--- src/rtl/misr_pkg.sv ---
// Shared types and the MISR next-state function for the signature compactor.
//   state_e           : run-controller states
//   MISR_DEFAULT_POLY : x^14+x^5+x^3+x+1 taps (x^14 implicit)
//   misr_next()       : one Galois MISR step, usable for any width up to 63
package misr_pkg;

  localparam int unsigned MISR_MAX_W = 64;

  localparam logic [13:0] MISR_DEFAULT_POLY = 14'h002B;

  typedef enum logic [1:0] {
    ST_IDLE = 2'd0,
    ST_RUN  = 2'd1,
    ST_DONE = 2'd2
  } state_e;

  // Galois step: shift left, fold the outgoing MSB back through the taps,
  // then XOR in the new vector. Result is masked to 'width' bits.
  function automatic logic [MISR_MAX_W-1:0] misr_next(
    input logic [MISR_MAX_W-1:0] sig,
    input logic [MISR_MAX_W-1:0] data,
    input logic [MISR_MAX_W-1:0] poly,
    input int unsigned           width
  );
    logic [MISR_MAX_W-1:0] mask;
    logic [MISR_MAX_W-1:0] shifted;
    logic                  msb;
    mask    = (MISR_MAX_W'(1) << width) - MISR_MAX_W'(1);
    msb     = sig[6'(width - 32'd1)];
    shifted = {sig[MISR_MAX_W-2:0], 1'b0};
    return (shifted ^ (msb ? poly : '0) ^ data) & mask;
  endfunction

endpackage

--- src/rtl/misr_reg.sv ---
// WIDTH-bit signature register.
//   clk, reset  : clock, synchronous active-high reset (loads SEED)
//   load        : reload SEED (priority over enable)
//   enable      : absorb data into the signature this cycle
//   data        : vector to compact
//   sig         : registered signature
//   sig_next_c  : combinational value sig would take if enable were set
module misr_reg
  import misr_pkg::*;
#(
  parameter int unsigned      WIDTH = 14,
  parameter logic [WIDTH-1:0] POLY  = WIDTH'(MISR_DEFAULT_POLY),
  parameter logic [WIDTH-1:0] SEED  = '0
) (
  input  logic             clk,
  input  logic             reset,
  input  logic             load,
  input  logic             enable,
  input  logic [WIDTH-1:0] data,
  output logic [WIDTH-1:0] sig,
  output logic [WIDTH-1:0] sig_next_c
);

  assign sig_next_c = WIDTH'(misr_next(MISR_MAX_W'(sig), MISR_MAX_W'(data),
                                       MISR_MAX_W'(POLY), WIDTH));

  // Seed on reset/load, compact on enable, otherwise hold.
  always_ff @(posedge clk) begin
    if (reset) begin
      sig <= SEED;
    end else if (load) begin
      sig <= SEED;
    end else if (enable) begin
      sig <= sig_next_c;
    end
  end

endmodule

--- src/rtl/misr_signature_compactor.sv ---
// MISR signature compactor with run controller: compacts TEST_COUNT valid
// CUT vectors after a start pulse, then stops and compares against GOLDEN.
//   clk, reset : clock, synchronous active-high reset
//   start      : begin/restart a run (priority over in_valid)
//   in_valid   : data_in carries a CUT vector this cycle
//   data_in    : CUT output vector
//   busy       : run in progress
//   done       : run finished, signature final
//   pass       : final signature matched GOLDEN (valid while done)
//   signature  : current MISR contents
//   count      : vectors compacted in this run
module misr_signature_compactor
  import misr_pkg::*;
#(
  parameter int unsigned      WIDTH      = 14,
  parameter int unsigned      TEST_COUNT = 148,
  parameter logic [WIDTH-1:0] POLY       = WIDTH'(MISR_DEFAULT_POLY),
  parameter logic [WIDTH-1:0] SEED       = '0,
  parameter logic [WIDTH-1:0] GOLDEN     = '0
) (
  input  logic                                clk,
  input  logic                                reset,
  input  logic                                start,
  input  logic                                in_valid,
  input  logic [WIDTH-1:0]                    data_in,
  output logic                                busy,
  output logic                                done,
  output logic                                pass,
  output logic [WIDTH-1:0]                    signature,
  output logic [$clog2(TEST_COUNT+1)-1:0]     count
);

  localparam int unsigned CW = $clog2(TEST_COUNT + 1);

  state_e          state, state_d;
  logic [CW-1:0]   count_d;
  logic            pass_d;
  logic            load_c;
  logic            enable_c;
  logic            last_c;
  logic [WIDTH-1:0] sig_next_c;

  misr_reg #(
    .WIDTH (WIDTH),
    .POLY  (POLY),
    .SEED  (SEED)
  ) u_misr_reg (
    .clk        (clk),
    .reset      (reset),
    .load       (load_c),
    .enable     (enable_c),
    .data       (data_in),
    .sig        (signature),
    .sig_next_c (sig_next_c)
  );

  // Current sample is the final one of the run.
  assign last_c = (count == CW'(TEST_COUNT - 1));

  // Next-state, counter and compare logic.
  always_comb begin
    state_d  = state;
    count_d  = count;
    pass_d   = pass;
    load_c   = 1'b0;
    enable_c = 1'b0;
    case (state)
      ST_IDLE: begin
        if (start) begin
          state_d = ST_RUN;
          load_c  = 1'b1;
          count_d = '0;
          pass_d  = 1'b0;
        end
      end
      ST_RUN: begin
        if (start) begin
          load_c  = 1'b1;
          count_d = '0;
          pass_d  = 1'b0;
        end else if (in_valid) begin
          enable_c = 1'b1;
          count_d  = count + CW'(1);
          if (last_c) begin
            state_d = ST_DONE;
            pass_d  = (sig_next_c == GOLDEN);
          end
        end
      end
      ST_DONE: begin
        if (start) begin
          state_d = ST_RUN;
          load_c  = 1'b1;
          count_d = '0;
          pass_d  = 1'b0;
        end
      end
      default: begin
        state_d = ST_IDLE;
        count_d = '0;
        pass_d  = 1'b0;
      end
    endcase
  end

  // State, counter and flag registers; flags follow the next state so they
  // change on the same edge as the state.
  always_ff @(posedge clk) begin
    if (reset) begin
      state <= ST_IDLE;
      count <= '0;
      pass  <= 1'b0;
      busy  <= 1'b0;
      done  <= 1'b0;
    end else begin
      state <= state_d;
      count <= count_d;
      pass  <= pass_d;
      busy  <= (state_d == ST_RUN);
      done  <= (state_d == ST_DONE);
    end
  end

endmodule
--- config.mk ---
export PLATFORM = sky130hd
export DESIGN_NAME = misr_signature_compactor
export DESIGN_NICKNAME = d
export VERILOG_FILES = /design/src/rtl/misr_pkg.sv /design/src/rtl/misr_reg.sv /design/src/rtl/misr_signature_compactor.sv
export SDC_FILE = /design/constraint.sdc
export NUM_CORES = 1
export LEC_CHECK = 0
export CORE_MARGIN = 5
export CORE_UTILIZATION = 44
export DETAILED_ROUTE_END_ITERATION = 8
export GPL_ROUTABILITY_DRIVEN = 0
export PLACE_DENSITY = 0.78
export SYNTH_ARGS = -nofsm -noshare
export SYNTH_HDL_FRONTEND = slang
export SYNTH_SLANG_ARGS = --single-unit
--- constraint.sdc ---
create_clock -name clk -period 1.55 [get_ports clk]
set_input_delay 0.155 -clock clk [delete_from_list [all_inputs] [get_ports clk]]
set_output_delay 0.155 -clock clk [all_outputs]
set_load 0.02 [all_outputs]
==> results.md, run 1 <==
- Status: complete, no violations
- Switching pwr: 310 µW
- Hold Violations, Final: 0
- Bufs and invs on worst path: 1
- Clock transition time at the flip-flop clock pins of the worst setup and hold paths: 150 ps
- Family with the most delay on the worst path: buffers and inverters
- Total of max-cap violations: 0
- Ports: 43
- Clock Power Share: 25.3%
- NumNets Final: 203
- Hold buffers post-CTS: 0
- Die H: 63.7 µm
- Setup WS pre-CTS: -72.0 ps
- Worst setup margin: 62.4 ps
- Synth unique cells: 28
- Post-synth EDFFs: 0
- DR DRC count: 0
- Fin area: 0.00184 mm²
- Final clock skew: 7.74 ps
- Drt via density: 5.37
- Initial antenna violation count: 0
- Switching part of the total: 25.4%
- Yosys warns: 0
- Net Count, Synth: 153
- Layout cells sized above 1: 10.4%
- Kind of critical path: flop to output pin
- Num rows: 19
- Die area: 0.00405 mm²
- Top cells by area, synth: dfxtp_1, xnor2_1, a211oi_1
- Commonest cells post-synth: dfxtp_1, nor2_1, a211oi_1, xnor2_1, xor2_1
- DR pass1 iterations: 4
- Largest net degree at the start of global routing: 29
- Syn_area_per_cell: 9.46 µm²
- DP Area: 0.00178 mm²
- Mapped Area: 0.00127 mm²
- Element type at the critical path end: output pin
- H-tree lvl count: 1
- Post-DRT Antenna Nets: 0
- CTS tree: yes
- Register area share after synthesis: 42.6%
- Die Span X: 63.7 µm
- Worst Hold Class: flop to flop
- Required @ worst endpoint: 1390 ps
- CTS Sinks: 27
- Clk_lat worst skew: 320 ps
- Starting Density: 46.0%
- Worst path slowest cell: clkdlybuf4s50_1
- Peak Freq: 672 MHz
- Leak pwr: 0.000923 µW
- Ys flop type: dfxtp_1
- Layout area overhead: 45.4%
- Critical-path cell list: clkdlybuf4s50_1
- Worst-Margin Slew: 309 ps
- DR WL/cell: 14.1 µm
- Seq cells post-synth: 27
- Total core area: 0.00276 mm²
- Max Fanout on Critical Path: 3
- CP max stage delay: 620 ps
- I/O Buffers: 42
- Fin crit period: 1490 ps
- RSZ-0062 raised after global routing: false
- Cell Pwr Density: 662 mW/mm²
- Peak supply drop: 475 µV
- Gr ovfl total: 0
- Root Driver: clkbuf_4
- Iteration-0 DRC count of the detailed router: 82
- CTS-repair resized insts: 6
- Count leader, synth: dfxtp_1
- Setup Buffers After CTS: 0
- Max-slew violation total from the final report: 0
- Internal: 909 µW
- Fraction of registers with async set/reset: 0%
- CP Data Arrival Time: 1330 ps
- CTS Buffer Depth: 2
- Routed WL: 3020 µm
- Vias in the first global route: 1139
- Period Utilization, post-route: 96.0%
- Vias: 1149
- Gr usage total: 14.6%
- First-pass GRT wire length: 4950 µm
- Cts bufs inserted: 3
- HPWL Detailed: 2290 µm
- Relative slew margins: 79.4%
- Crit path launch type: flop
- Post-Route Setup TNS: 0 ps
- # setup viols final: 0
- Mapped Cells: 134
- Area leader, netlist: dfxtp_1
- Part of the power in combinational logic: 16.0%
- Post-synth top area share: 42.6%
- ANT cells: 0
- Seq pwr share: 58.7%
[cell type report]
type,instances,area (µm²)
fill,223,915
clock inverter,1,5.00
tap,31,38.8
inverter,1,3.75
timing repair buffer,53,559
clock buffer,3,22.5
multi-input combinational,98,672
sequential,27,542
[routing by layer]
layer / vias up / global-route usage [%] / routed length, µm
met5: - / 0 / 0
met1: 525 / 18.6 / 1330
met3: 0 / 4.09 / 226
met2: 50 / 24.2 / 1460
met4: 0 / 3.12 / 0
li1: 574 / - / -
[worst register-to-register path: cells and delay by family, from the launching register on]
family	cells	cell delay [ps]
AO/OA/AOI/OAI	2	450
flip-flops	1	410
AND/OR/NAND/NOR	1	270
adder cells (fa/ha/maj)	1	240
[stage by stage]
| stage | cells | power, µW | hold slack [ps] | utilization (%) |
|---|---|---|---|---|
| 6_report | 214 | 1220 | 507 | 66.8 |
| 4_1_cts | 214 | 1230 | 516 | 65.5 |
| 2_1_floorplan | 134 | 823 | 384 | - |
| 3_5_place_dp | 210 | 927 | 501 | 64.7 |
| 3_3_place_gp | 210 | 924 | 494 | 64.7 |
| 5_1_grt | 214 | 1280 | 528 | 66.8 |
[worst paths after layout]
path	start	end	slack, ps	cells after the start
max reg2reg	count[1]$_SDFFE_PP0P_	pass$_SDFFE_PP0P_	110	4
min reg2reg	pass$_SDFFE_PP0P_	pass$_SDFFE_PP0P_	510	2
min	pass$_SDFFE_PP0P_	pass$_SDFFE_PP0P_	510	2
max	u_misr_reg.sig[2]$_SDFFE_PP0P_	signature[2]	60	1
[layout by cell type, fill, tap and decap left out, drive strengths merged, types with 2 or more instances in the layout]
cell type and instances:
a211o 2, a211oi 13, a21oi 3, and3 2
buf 11, clkbuf 3, clkdlybuf4s50 22, dfxtp 27
dlygate4sd2 5, dlymetal6s2s 15, mux2i 4, nand2 3
nand3 3, nand4 4, nor2 25, o2111ai 5
o21ai 2, or3 2, xnor2 13, xor2 10
[sequential cells by signal, indices dropped and copies added, names as in the netlist]
signal,cells
busy,1
count,8
done,1
pass,1
state,2
u_misr_reg.sig,14
[power groups by stage]
| stage | clock, µW | sequential [µW] | combinational (µW) |
|---|---|---|---|
| 6_report | 308 | 716 | 195 |
| 5_1_grt | 350 | 718 | 211 |
| 4_1_cts | 319 | 716 | 197 |
| 3_5_place_dp | 0 | 731 | 197 |
| 3_3_place_gp | 0 | 730 | 194 |
| 2_1_floorplan | 0 | 738 | 85.1 |
[logic make-up after synthesis]
family / count (synthesis) / share of synthesized area (%)
AOI/OAI and AO/OA: 29 / 17.3
xor gates and xnor gates: 23 / 15.9
adders and majority gates: 1 / 0.987
buffers and inverters: 9 / 4.34
DFF: 27 / 42.6
muxes: 4 / 3.16
and+or+nand+nor: 41 / 15.7
No activity file was read; power rests on OpenSTA's default activity.
==> run 2: changes to the inputs <==
--- a/config.mk
+++ b/config.mk
@@ -5,11 +5,12 @@
 export SDC_FILE = /design/constraint.sdc
 export NUM_CORES = 1
 export LEC_CHECK = 0
-export CORE_MARGIN = 5
-export CORE_UTILIZATION = 44
+export CORE_MARGIN = 2
+export CORE_UTILIZATION = 60
 export DETAILED_ROUTE_END_ITERATION = 8
+export DONT_BUFFER_PORTS = 1
 export GPL_ROUTABILITY_DRIVEN = 0
-export PLACE_DENSITY = 0.78
+export PLACE_DENSITY = 0.76
 export SYNTH_ARGS = -nofsm -noshare
 export SYNTH_HDL_FRONTEND = slang
 export SYNTH_SLANG_ARGS = --single-unit
==> run 2 against run 1 <==
  * Clock power fell by 5%
  * Final cell count fell by 17%
  * Via count fell by 13%
  * Sequential power barely moved
  * Clock-buffer cell count did not move
  * Worst hold slack got worse by 480 ps
  * Critical endpoint is now pass$_SDFFE_PP0P_
==> results.md, run 2 (synthesized netlist as in run 1, its figures left out) <==
- Status: complete, no violations
- Hold path startpoint: start
- # setup viols final: 0 (unchanged)
- CTS Sinks: 27 (unchanged)
- H-tree lvl count: 1 (unchanged)
- Total of max-cap violations: 0 (unchanged)
- Worst-Margin Slew: 448 ps (+138 ps)
- Crit path launch type: flop
- Ports: 43 (unchanged)
- Clock transition time at the flip-flop clock pins of the worst setup and hold paths: 140 ps (about the same)
- R2r endpoint: pass$_SDFFE_PP0P_
- Worst Hold Class: input pin to flop
- Initial antenna violation count: 0 (unchanged)
- Routed WL: 2630 µm (-13%)
- Final clock skew: 3.63 ps (-4.11 ps)
- I/O Buffers: 0 (-100%)
- Max reg flops: 14 (unchanged)
- Layout area overhead: 14.5%
- Largest net degree at the start of global routing: 26 (-10%)
- Worst r2r path cells: 4 (unchanged)
- Layout cells sized above 1: 18.5% (+8.2 points)
- Clk_lat worst skew: 310 ps (about the same)
- ANT cells: 0 (unchanged)
- Setup Buffers After CTS: 0 (unchanged)
- HPWL Detailed: 2040 µm (-11%)
- Max-slew violation total from the final report: 0 (unchanged)
- RSZ-0062 raised after global routing: false
- Drt via density: 5.65 (+5.2%)
- Vias in the first global route: 925 (-19%)
- Final Core Density: 73.2% (+6.4 points)
- Hold Violations, Final: 0 (unchanged)
- First-pass GRT wire length: 4220 µm (-15%)
- Largest register by flop count: u_misr_reg.sig
- Num rows: 16 (-3)
- Element type at the critical path end: flop
- DR WL/cell: 14.8 µm (+4.7%)
- DR pass1 iterations: 4 (unchanged)
- Largest registers: u_misr_reg.sig: 14 flops, count: 8 flops, state: 2 flops
- Peak Freq: 674 MHz (+0.20%)
- Starting Density: 64.0% (+18 points)
- Most frequent cells in the layout: dfxtp_1, nor2_1, buf_4
- DR DRC count: 0 (unchanged)
- Iteration-0 DRC count of the detailed router: 15 (-82%)
- WHS Path Cells: 3 (+1)
- Hold EP: done$_SDFF_PP0_
- Peak supply drop: 602 µV (+27%)
- CTS tree: yes
- Power Total: 1130 µW (-7.4%)
- CTS Buffer Depth: 2 (unchanged)
- Gr ovfl total: 0 (unchanged)
- Gr usage total: 21.7% (+7.2 points)
- Leak pwr: 0.000523 µW (-43%)
- R2r setup slk: 70 ps (-40 ps)
- Fin crit period: 1480 ps (-3.03 ps)
- Die H: 50.0 µm (-22%)
- Worst R2R Start: u_misr_reg.sig[13]$_SDFFE_PP0P_
- Relative slew margins: 70.2% (-9.2 points)
- Fin Hold WS: 29.3 ps (-478 ps)
- Max Fanout on Critical Path: 4 (+1)
- Vias: 1005 (-13%)
- Die area: 0.00250 mm² (-38%)
- CP Data Arrival Time: 1730 ps (+400 ps)
- # fillers: 152 (-32%)
- Cell Pwr Density: 778 mW/mm² (+18%)
- Kind of critical path: flop to flop
- Post-DRT Antenna Nets: 0 (unchanged)
- NumNets Final: 171 (-16%)
- Period Utilization, post-route: 95.8% (-0.20 points)
- Die Span X: 50.0 µm (-22%)
- Required @ worst endpoint: 1790 ps (+400 ps)
- Total core area: 0.00198 mm² (-28%)
- Most common cell after layout, fill and taps aside: dfxtp_1
- Root Driver: clkbuf_4
- Cts bufs inserted: 3 (unchanged)
- Post-Route Setup TNS: 0 ps (unchanged)
-- run 2: cell types whose count changed in the layout (fill, tap and decap cells not counted), sizes merged --
cell           delta
buf               +9
clkdlybuf4s50    -22
dlygate4sd2       -5
dlygate4sd3       +1
dlymetal6s2s     -15
-- run 2: routing by layer --
metal	vias up	routed length, µm	part of all wire (%)	GRT usage, %
met2	36	1360	52	39.1
met1	455	1080	41	26.4
met3	0	191	7.3	4.85
li1	514	-	-	-
met5	-	0	0	0
met4	0	0	0	4.17
-- run 2: final cells by class --
class	count	area, µm²	share of cell area, %
flip-flops and latches	27	542	37.3
well taps	27	33.8	2.33
inverters	1	3.75	0.259
multi-input cells	98	672	46.3
clock inverters	1	5.00	0.345
clock buffers	3	22.5	1.55
repair buffers	21	173	11.9
-- run 2: worst max-delay path by stage --
stage | start | end | slack, ps
2_1_floorplan | u_misr_reg.sig[0]$_SDFFE_PP0P_ | pass$_SDFFE_PP0P_ | 80
3_3_place_gp | u_misr_reg.sig[13]$_SDFFE_PP0P_ | pass$_SDFFE_PP0P_ | 170
3_5_place_dp | u_misr_reg.sig[13]$_SDFFE_PP0P_ | pass$_SDFFE_PP0P_ | 140
4_1_cts | u_misr_reg.sig[13]$_SDFFE_PP0P_ | pass$_SDFFE_PP0P_ | 100
5_1_grt | u_misr_reg.sig[13]$_SDFFE_PP0P_ | pass$_SDFFE_PP0P_ | 30
6_report | u_misr_reg.sig[13]$_SDFFE_PP0P_ | pass$_SDFFE_PP0P_ | 70
-- run 2: worst max-delay path, cell delays in order, from the launching register on --
cell and delay, ps:
dfxtp_1 390, xnor2_1 290, nand4_1 150, or3_1 380, o31ai_2 210
-- run 2: per-stage QoR --
| step | instance area (µm²) | std cells | setup WS (ps) |
|---|---|---|---|
| CTS | 1450 | 178 | 104 |
| global route | 1450 | 178 | 26.6 |
| floorplan | 1270 | 134 | 84.6 |
| global placement | 1410 | 173 | 170 |
| finish | 1450 | 178 | 65.4 |
| detailed placement | 1410 | 173 | 139 |
-- run 2: report_power, final --
part           leakage, µW  internal, µW  switching (µW)  total [µW]
Clock            0.0000177          96.4             198         294
Combinational     0.000287          51.1            66.7         118
Sequential        0.000219           705            11.7         717
-- run 2: what timing repair did --
action | CTS | global route
endpoints found under the hold margin | 6 | 0
resized for setup | 0 | 1
setup endpoints to repair | 0 | 2
hold buffers | 1 | 0
